File: config.mk
export PLATFORM = sky130hd
export DESIGN_NAME = executor_rega
export DESIGN_NICKNAME = d
export VERILOG_FILES = /design/src/rtl/executor_rega.sv
export SDC_FILE = /design/constraint.sdc
export NUM_CORES = 1
export LEC_CHECK = 0
export BUFFER_PORTS_ARGS = -buffer_cell sky130_fd_sc_hd__buf_2
export CORE_MARGIN = 2
export CORE_UTILIZATION = 60
export CTS_BUF_LIST = sky130_fd_sc_hd__clkbuf_8
export CTS_CLUSTER_SIZE = 10
export DETAILED_ROUTE_END_ITERATION = 12
export PLACE_DENSITY = 0.81
export SLEW_MARGIN = 20
export SYNTH_ARGS = -nofsm -noshare
export SYNTH_HDL_FRONTEND = slang
export SYNTH_SLANG_ARGS = --single-unit
File: constraint.sdc
create_clock -name clk -period 4.4 [get_ports clk]
set_input_delay 0.88 -clock clk [delete_from_list [all_inputs] [get_ports clk]]
set_output_delay 0.88 -clock clk [all_outputs]
set_load 0.05 [all_outputs]
File: src/rtl/executor_rega.sv
// executor_rega: irrigation actuator sequencer.
// Opens valve, runs pump, purges, and latches failures.
module executor_rega #(
  parameter int T_ABERTURA = 4,
  parameter int T_MIN      = 8,
  parameter int T_PURGA    = 3
) (
  input  logic       clk,
  input  logic       reset_n,
  input  logic [1:0] rega,
  input  logic       erro,
  output logic       valv_asp,
  output logic       valv_got,
  output logic       bomba,
  output logic       falha,
  output logic       fim,
  output logic [2:0] estado
);

  typedef enum logic [2:0] {
    OCIOSO   = 3'd0,
    ABRINDO  = 3'd1,
    REGANDO  = 3'd2,
    FECHANDO = 3'd3,
    FALHA    = 3'd4
  } st_t;

  localparam logic [7:0] TA1 = 8'(T_ABERTURA - 1);
  localparam logic [7:0] TM1 = 8'(T_MIN - 1);
  localparam logic [7:0] TP1 = 8'(T_PURGA - 1);

  st_t        st_q;
  st_t        st_d;
  logic [7:0] cnt_q;
  logic [7:0] cnt_d;
  logic       modo_q;
  logic       modo_d;
  logic       pend_q;
  logic       pend_d;
  logic       fim_q;
  logic       fim_d;

  logic       cmd_asp;
  logic       cmd_got;
  logic       cmd_bad;
  logic       cmd_none;
  logic [1:0] modo_code;
  logic       dropped;
  logic       act;

  // command decode against the latched mode
  always_comb begin
    cmd_asp   = (rega == 2'b10);
    cmd_got   = (rega == 2'b01);
    cmd_bad   = (rega == 2'b11);
    cmd_none  = (rega == 2'b00);
    modo_code = modo_q ? 2'b10 : 2'b01;
    dropped   = (rega != modo_code);
  end

  // state register and sequencing counters
  always_ff @(posedge clk or negedge reset_n) begin
    if (!reset_n) begin
      st_q   <= OCIOSO;
      cnt_q  <= 8'd0;
      modo_q <= 1'b0;
      pend_q <= 1'b0;
      fim_q  <= 1'b0;
    end else begin
      st_q   <= st_d;
      cnt_q  <= cnt_d;
      modo_q <= modo_d;
      pend_q <= pend_d;
      fim_q  <= fim_d;
    end
  end

  // next-state logic; any error in a run forces a purge then FALHA
  always_comb begin
    st_d   = st_q;
    cnt_d  = cnt_q;
    modo_d = modo_q;
    pend_d = pend_q;
    fim_d  = 1'b0;
    case (st_q)
      OCIOSO: begin
        if (erro || cmd_bad) begin
          st_d = FALHA;
        end else if (cmd_asp || cmd_got) begin
          modo_d = cmd_asp;
          cnt_d  = 8'd0;
          st_d   = ABRINDO;
        end
      end
      ABRINDO: begin
        if (erro) begin
          pend_d = 1'b1;
          cnt_d  = 8'd0;
          st_d   = FECHANDO;
        end else if (cnt_q == TA1) begin
          cnt_d = 8'd0;
          st_d  = REGANDO;
        end else begin
          cnt_d = cnt_q + 8'd1;
        end
      end
      REGANDO: begin
        if (erro) begin
          pend_d = 1'b1;
          cnt_d  = 8'd0;
          st_d   = FECHANDO;
        end else if (dropped && cnt_q >= TM1) begin
          cnt_d = 8'd0;
          st_d  = FECHANDO;
        end else if (cnt_q != 8'hff) begin
          cnt_d = cnt_q + 8'd1;
        end
      end
      FECHANDO: begin
        if (cnt_q == TP1) begin
          cnt_d = 8'd0;
          if (pend_q) begin
            st_d = FALHA;
          end else begin
            st_d  = OCIOSO;
            fim_d = 1'b1;
          end
        end else begin
          cnt_d = cnt_q + 8'd1;
        end
      end
      FALHA: begin
        pend_d = 1'b0;
        if (!erro && cmd_none) begin
          st_d = OCIOSO;
        end
      end
      default: begin
        st_d   = OCIOSO;
        cnt_d  = 8'd0;
        pend_d = 1'b0;
      end
    endcase
  end

  // actuator decode from registers only
  always_comb begin
    act      = (st_q == ABRINDO) ||
               (st_q == REGANDO) ||
               (st_q == FECHANDO);
    valv_asp = act && modo_q;
    valv_got = act && !modo_q;
    bomba    = (st_q == REGANDO);
    falha    = (st_q == FALHA);
    estado   = st_q;
    fim      = fim_q;
  end

endmodule

Yosys cells after proc, flatten, opt, wreduce, memory -nomap -nowiden
Index checks and enable logic that the tools add are counted.

Flip-flop bits (word level): 14. Input port bits: 5.

Muxes and demuxes: 25. Reductions and logical operators: 18. Magnitude comparators: 1. Equality and inequality tests: 20. Bitwise gates (word level): 3. Add/subtract/negate cells: 1.

Operators with widths (number): two-way mux 8 bit (8); one-hot mux 8 bit (5 select lines) (1); two-way mux 3 bit (9); equality test 8 x 2 -> 1 bit, second input constant (2); one-hot mux 3 bit (5 select lines) (1); adder 8 x 1 -> 8 bit, second input constant (1); greater-or-equal comparator 8 x 3 -> 1 bit, second input constant (1); inequality test 8 bit, second input constant (1); equality test 3 x 2 -> 1 bit, second input constant (2); inequality test 2 bit, second input constant (3); inequality test 3 bit, second input constant (2); AND reduction 5 bit (1); equality test 2 bit, second input constant (2); logical AND 1 bit (4); logical OR 1 bit (4); two-way mux 1 bit (4); inequality test 2 x 1 -> 1 bit, second input constant (2); inequality test 4 x 2 -> 1 bit, second input constant (1); AND reduction 4 bit (1); OR reduction 2 bit (2); equality test 3 x 1 -> 1 bit, second input constant (1); equality test 3 bit, second input constant (1); logical NOT 3 bit (1); inequality test 3 x 2 -> 1 bit, second input constant (1); 9 further kinds (12).

Longest topological paths before layout
Depth after elaboration: 6. Gate-level depth with buffers: 9.

Worst setup path before layout
Ideal clock, no wire load.

Kind: register to output. Start point: reg st_q[0], in the netlist estado[0]. End point: out valv_asp. Cell stages (with the launch flop): 4. Slack: 1.436 ns. Arrival time: 2.084 ns. Buffers on the path: 1. Cell sequence: dfrtp_1 -> buf_6 -> nor2_1 -> nor3b_1.

Cells in the longest elaborated chain, start to end: 4. Elaborated cells between the ends (all ways): 6. Those cells by class: eq/ne: 3; reduce/logical: 3.

Ends and longest elaborated chain: from (decl) (line 32) `st_t st_q;`; from (signal assigned) (line 70) `st_q <= st_d;`; equality test 3 x 1 -> 1 bit / equality test 3 x 2 -> 1 bit (equally long branches) (line 148, 149); logical OR 1 bit (line 148) `act = (st_q == ABRINDO) ||`; logical OR 1 bit * (line 149) `(st_q == REGANDO) ||`; logical AND 1 bit * (line 151) `valv_asp = act && modo_q;`; to (decl) (line 12) `output logic valv_asp,`.

Every way passes the cells marked *; elsewhere a longest branch is shown, timed or not.

Final worst setup path
Start point: in rega[0]. End point: reg cnt_q[3].

Cells in the longest elaborated chain, start to end: 5. Elaborated cells between the ends (all ways): 14. Those cells by class: eq/ne: 7; mux: 3; reduce/logical: 4.

Ends and longest elaborated chain: from (decl) (line 10) `input logic [1:0] rega,`; inequality test 2 bit (line 58) `dropped = (rega != modo_code);`; logical AND 1 bit (line 112) `end else if (dropped && cnt_q >= TM1) begin`; two-way mux 8 bit (line 112); two-way mux 8 bit (line 108) `if (erro) begin`; one-hot mux 8 bit (5 select lines) (line 85) `case (st_q)`; to (signal assigned) (line 71) `cnt_q <= cnt_d;`; to (decl) (line 34) `logic [7:0] cnt_q;`.

Several ways; a longest one is shown, not always the timed one. A chain may end at the register's enable or synchronous reset.

==> out/qor.csv <==
metric;value;unit
count of placed standard cells including taps;131;
most frequent cells in the layout;sky130_fd_sc_hd__dfrtp_1 (14), sky130_fd_sc_hd__buf_2 (12), sky130_fd_sc_hd__nor2_1 (7), sky130_fd_sc_hd__o21ai_0 (7);
register-to-register setup slack;1990;ps
number of standard cells after synthesis;109;
number of standard-cell rows in the floorplan;14;
initial core utilization;65.1;%
first-pass GRT wire length;3280;um
mean cell area of the mapped netlist;9.21;um2
count of different cell masters after synthesis;37;
maximum fanout along the worst path;11;
Achievable Freq;399;MHz
post-synthesis to final-layout area growth;7.48;%
power share of the sequential group;29.8;%
num ports;13;
number of filler instances in the final layout;132;
portion of total power attributed to the clock network;16.6;%
vias in the first global route;754;
number of antenna violations at the first check in global routing;0;
crit path kind;in2reg;
worst setup path endpoint;cnt_q[3]$_DFFE_PN0P_;
Die Footprint;2020;um2
Die W;44.9;um
Detail Placement HPWL;1370;um
Worst Hold Slack;477;ps
portion of the clock cycle consumed by the worst path in the final layout;57.0;%
worst setup path startpoint;rega[0];
clock slew seen by the registers of the worst setup and hold paths;50;ps
capturing element type of the critical path;register;
switching power total;365;uW
final critical-path setup slack;1890;ps
finished layout cell area;1080;um2
worst hold path type;reg2reg;
count of vias placed by the detailed router;811;
result of the run;complete, no violations;
Ant. Diodes;0;
post-layout min period;2510;ps
number of standard cells in the layout, taps in and fillers out;135;
CP arrival;2640;ps
number of buffers added by the clock tree synthesis step;3;
overall track demand over capacity in global routing;22.8;%
Worst setup SP type;primary input;
net count after synthesis;119;
Iteration-0 DRC Markers;19;
post-route ant nets;0;
input/output buffers;12;
flip-flop and latch count after synthesis;14;
largest net degree at the start of global routing;15;
Max clock buf depth;2;
Sw Share;49.4;%
count of endpoints failing hold in the final timing report;0;
count of endpoints failing setup in the final report;0;
clock latency reported for the late side of the worst-skew pair;250;ps
net count reported at finish;130;
total of max-cap violations;0;
r2r startpoint;cnt_q[1]$_DFFE_PN0P_;
most area-consuming cells after synthesis;sky130_fd_sc_hd__dfrtp_1 (35%), sky130_fd_sc_hd__ha_1 (6.2%), sky130_fd_sc_hd__a22o_1 (5.2%);
largest voltage drop on the vdd net;0.439;mV
pin slew with the least headroom to its limit;736;ps
final cell utilization of the core;70.0;%
Pre-antenna DRT Iters;4;
layout cell share with drive strength beyond 1;24.4;%
Clock Skew;0.712;ps
Vert. Die Dim;44.9;um
aggregate negative setup slack;0;ps
total number of yosys warnings;0;
unrepaired setup endpoints after global routing;no;
top cell type's share of synthesized area;34.9;%
CTS tree;yes;
core area;1540;um2
area post-placement;1020;um2
post-layout total power;738;uW
Placer Congestion;0.824;
count of unresolved DRC violations after routing;0;
pre-CTS worst setup slack;1670;ps
H-tree lvl count;1;
Static Leak;0.527;nW
worst slew slack as a fraction of its limit;50.8;%
Setup Buffers After CTS;0;
average routed wire per standard cell;13.9;um
TritonCTS Sinks;14;
Worst Reg2Reg Path Length in Cells;7;
CTS hold repair buffers;0;
mean number of vias per cell;6.01;
power density relative to cell area;684;nW/um2
Seq/Total Area, Yosys;34.9;%
data required time of the critical path;4530;ps
total standard cell area after synthesis;1000;um2
cell chosen for the clock root;sky130_fd_sc_hd__clkbuf_8;
aggregate routed wire length;1870;um
Synth area leader;sky130_fd_sc_hd__dfrtp_1;
FF-to-FF End;cnt_q[3]$_DFFE_PN0P_;
leading cell type in the layout, fill and taps excluded;sky130_fd_sc_hd__dfrtp_1;
leftover overflow at the end of global routing;0;
Int Pwr;373;uW
proportion of power drawn by combinational gates;53.6;%
number of gates resized after cts;0;
Slew Limit Fails;0;
[registers in the layout (all words and copies together) (netlist names)]
| name | cells |
|---|---|
| cnt_q | 8 |
| pend_q | 1 |
| estado | 3 |
| fim | 1 |
| modo_q | 1 |
[worst max-delay path: stages]
cell and delay (ps):
sky130_fd_sc_hd__buf_2 120, sky130_fd_sc_hd__ha_1 210, sky130_fd_sc_hd__nor3_1 250, sky130_fd_sc_hd__nand2_1 90, sky130_fd_sc_hd__a2bb2oi_1 570, sky130_fd_sc_hd__o21ai_0 240, sky130_fd_sc_hd__a22o_1 280
[cells by family after synthesis]
group                      count (synthesis)  share of synthesized area [%]
DFF                                       14                           34.9
AOI/OAI and AO/OA                         28                           18.8
xor gates and xnor gates                   1                          0.873
muxes                                      1                           1.12
and+or+nand+nor                           48                           29.8
adders and majority gates                  5                           6.23
buffers and inverters                     12                           8.23
[synth_stat cells]
library cell	number
sky130_fd_sc_hd__xor2_1	1
sky130_fd_sc_hd__a22o_1	6
sky130_fd_sc_hd__nor3_1	4
sky130_fd_sc_hd__a21oi_2	1
sky130_fd_sc_hd__and3_2	2
sky130_fd_sc_hd__nand2_2	2
sky130_fd_sc_hd__o21ai_2	1
sky130_fd_sc_hd__nand2b_4	1
sky130_fd_sc_hd__nor2b_1	3
sky130_fd_sc_hd__and2b_1	2
sky130_fd_sc_hd__and3_1	4
sky130_fd_sc_hd__ha_1	5
sky130_fd_sc_hd__nor3b_1	1
sky130_fd_sc_hd__nor4_1	1
sky130_fd_sc_hd__and2_4	1
sky130_fd_sc_hd__a2bb2oi_1	1
sky130_fd_sc_hd__and2b_2	1
sky130_fd_sc_hd__a31oi_1	3
sky130_fd_sc_hd__o31ai_1	2
sky130_fd_sc_hd__dfrtp_1	14
sky130_fd_sc_hd__nand3b_1	1
sky130_fd_sc_hd__nor4b_2	2
sky130_fd_sc_hd__mux2_2	1
sky130_fd_sc_hd__nand2b_1	2
sky130_fd_sc_hd__buf_4	2
sky130_fd_sc_hd__nor3_2	1
sky130_fd_sc_hd__o21ai_1	2
sky130_fd_sc_hd__a21oi_1	1
sky130_fd_sc_hd__nand2_1	6
sky130_fd_sc_hd__o21ai_0	7
sky130_fd_sc_hd__inv_1	6
sky130_fd_sc_hd__buf_6	4
sky130_fd_sc_hd__nand3_1	4
sky130_fd_sc_hd__a211oi_1	1
sky130_fd_sc_hd__and2_1	3
sky130_fd_sc_hd__nor2_1	7
sky130_fd_sc_hd__o22ai_1	3
[power groups by stage]
stage | combinational (mW) | clock (mW) | sequential [mW]
finish | 0.396 | 0.123 | 0.220
global route | 0.440 | 0.130 | 0.227
CTS | 0.396 | 0.127 | 0.219
detailed placement | 0.393 | 0 | 0.221
global placement | 0.383 | 0 | 0.219
floorplan | 0.353 | 0 | 0.231
[final cells by class]
| class | instances | area (um2) | share of cell area, % |
|---|---|---|---|
| timing repair buffer | 12 | 60.1 | 5.57 |
| tap | 16 | 20.0 | 1.86 |
| inverter | 6 | 22.5 | 2.09 |
| clock buffer | 4 | 55.1 | 5.10 |
| sequential | 14 | 350 | 32.5 |
| multi-input combinational | 83 | 571 | 52.9 |
[routing by layer]
metal / up-vias / routed length, um / part of all wire, % / track usage, %
met5: - / 0 / 0 / 0
met4: 0 / 26 / 1.4 / 8.82
met3: 4 / 73 / 3.9 / 7.20
met2: 17 / 871 / 46 / 35.9
met1: 379 / 903 / 48 / 29.4
li1: 411 / - / - / -
[how the worst min path moves through the flow]
| stage | from | endpoint | slack, ps | cells past startpoint |
|---|---|---|---|---|
| 2_1_floorplan | pend_q$_DFFE_PN0P_ | fim$_DFF_PN0_ | 430 | 1 |
| 3_3_place_gp | pend_q$_DFFE_PN0P_ | fim$_DFF_PN0_ | 480 | 1 |
| 3_5_place_dp | pend_q$_DFFE_PN0P_ | fim$_DFF_PN0_ | 470 | 1 |
| 4_1_cts | pend_q$_DFFE_PN0P_ | fim$_DFF_PN0_ | 480 | 1 |
| 5_1_grt | pend_q$_DFFE_PN0P_ | fim$_DFF_PN0_ | 500 | 1 |
| 6_report | pend_q$_DFFE_PN0P_ | fim$_DFF_PN0_ | 480 | 1 |
Note: power is estimated with default switching activity, not from simulation.
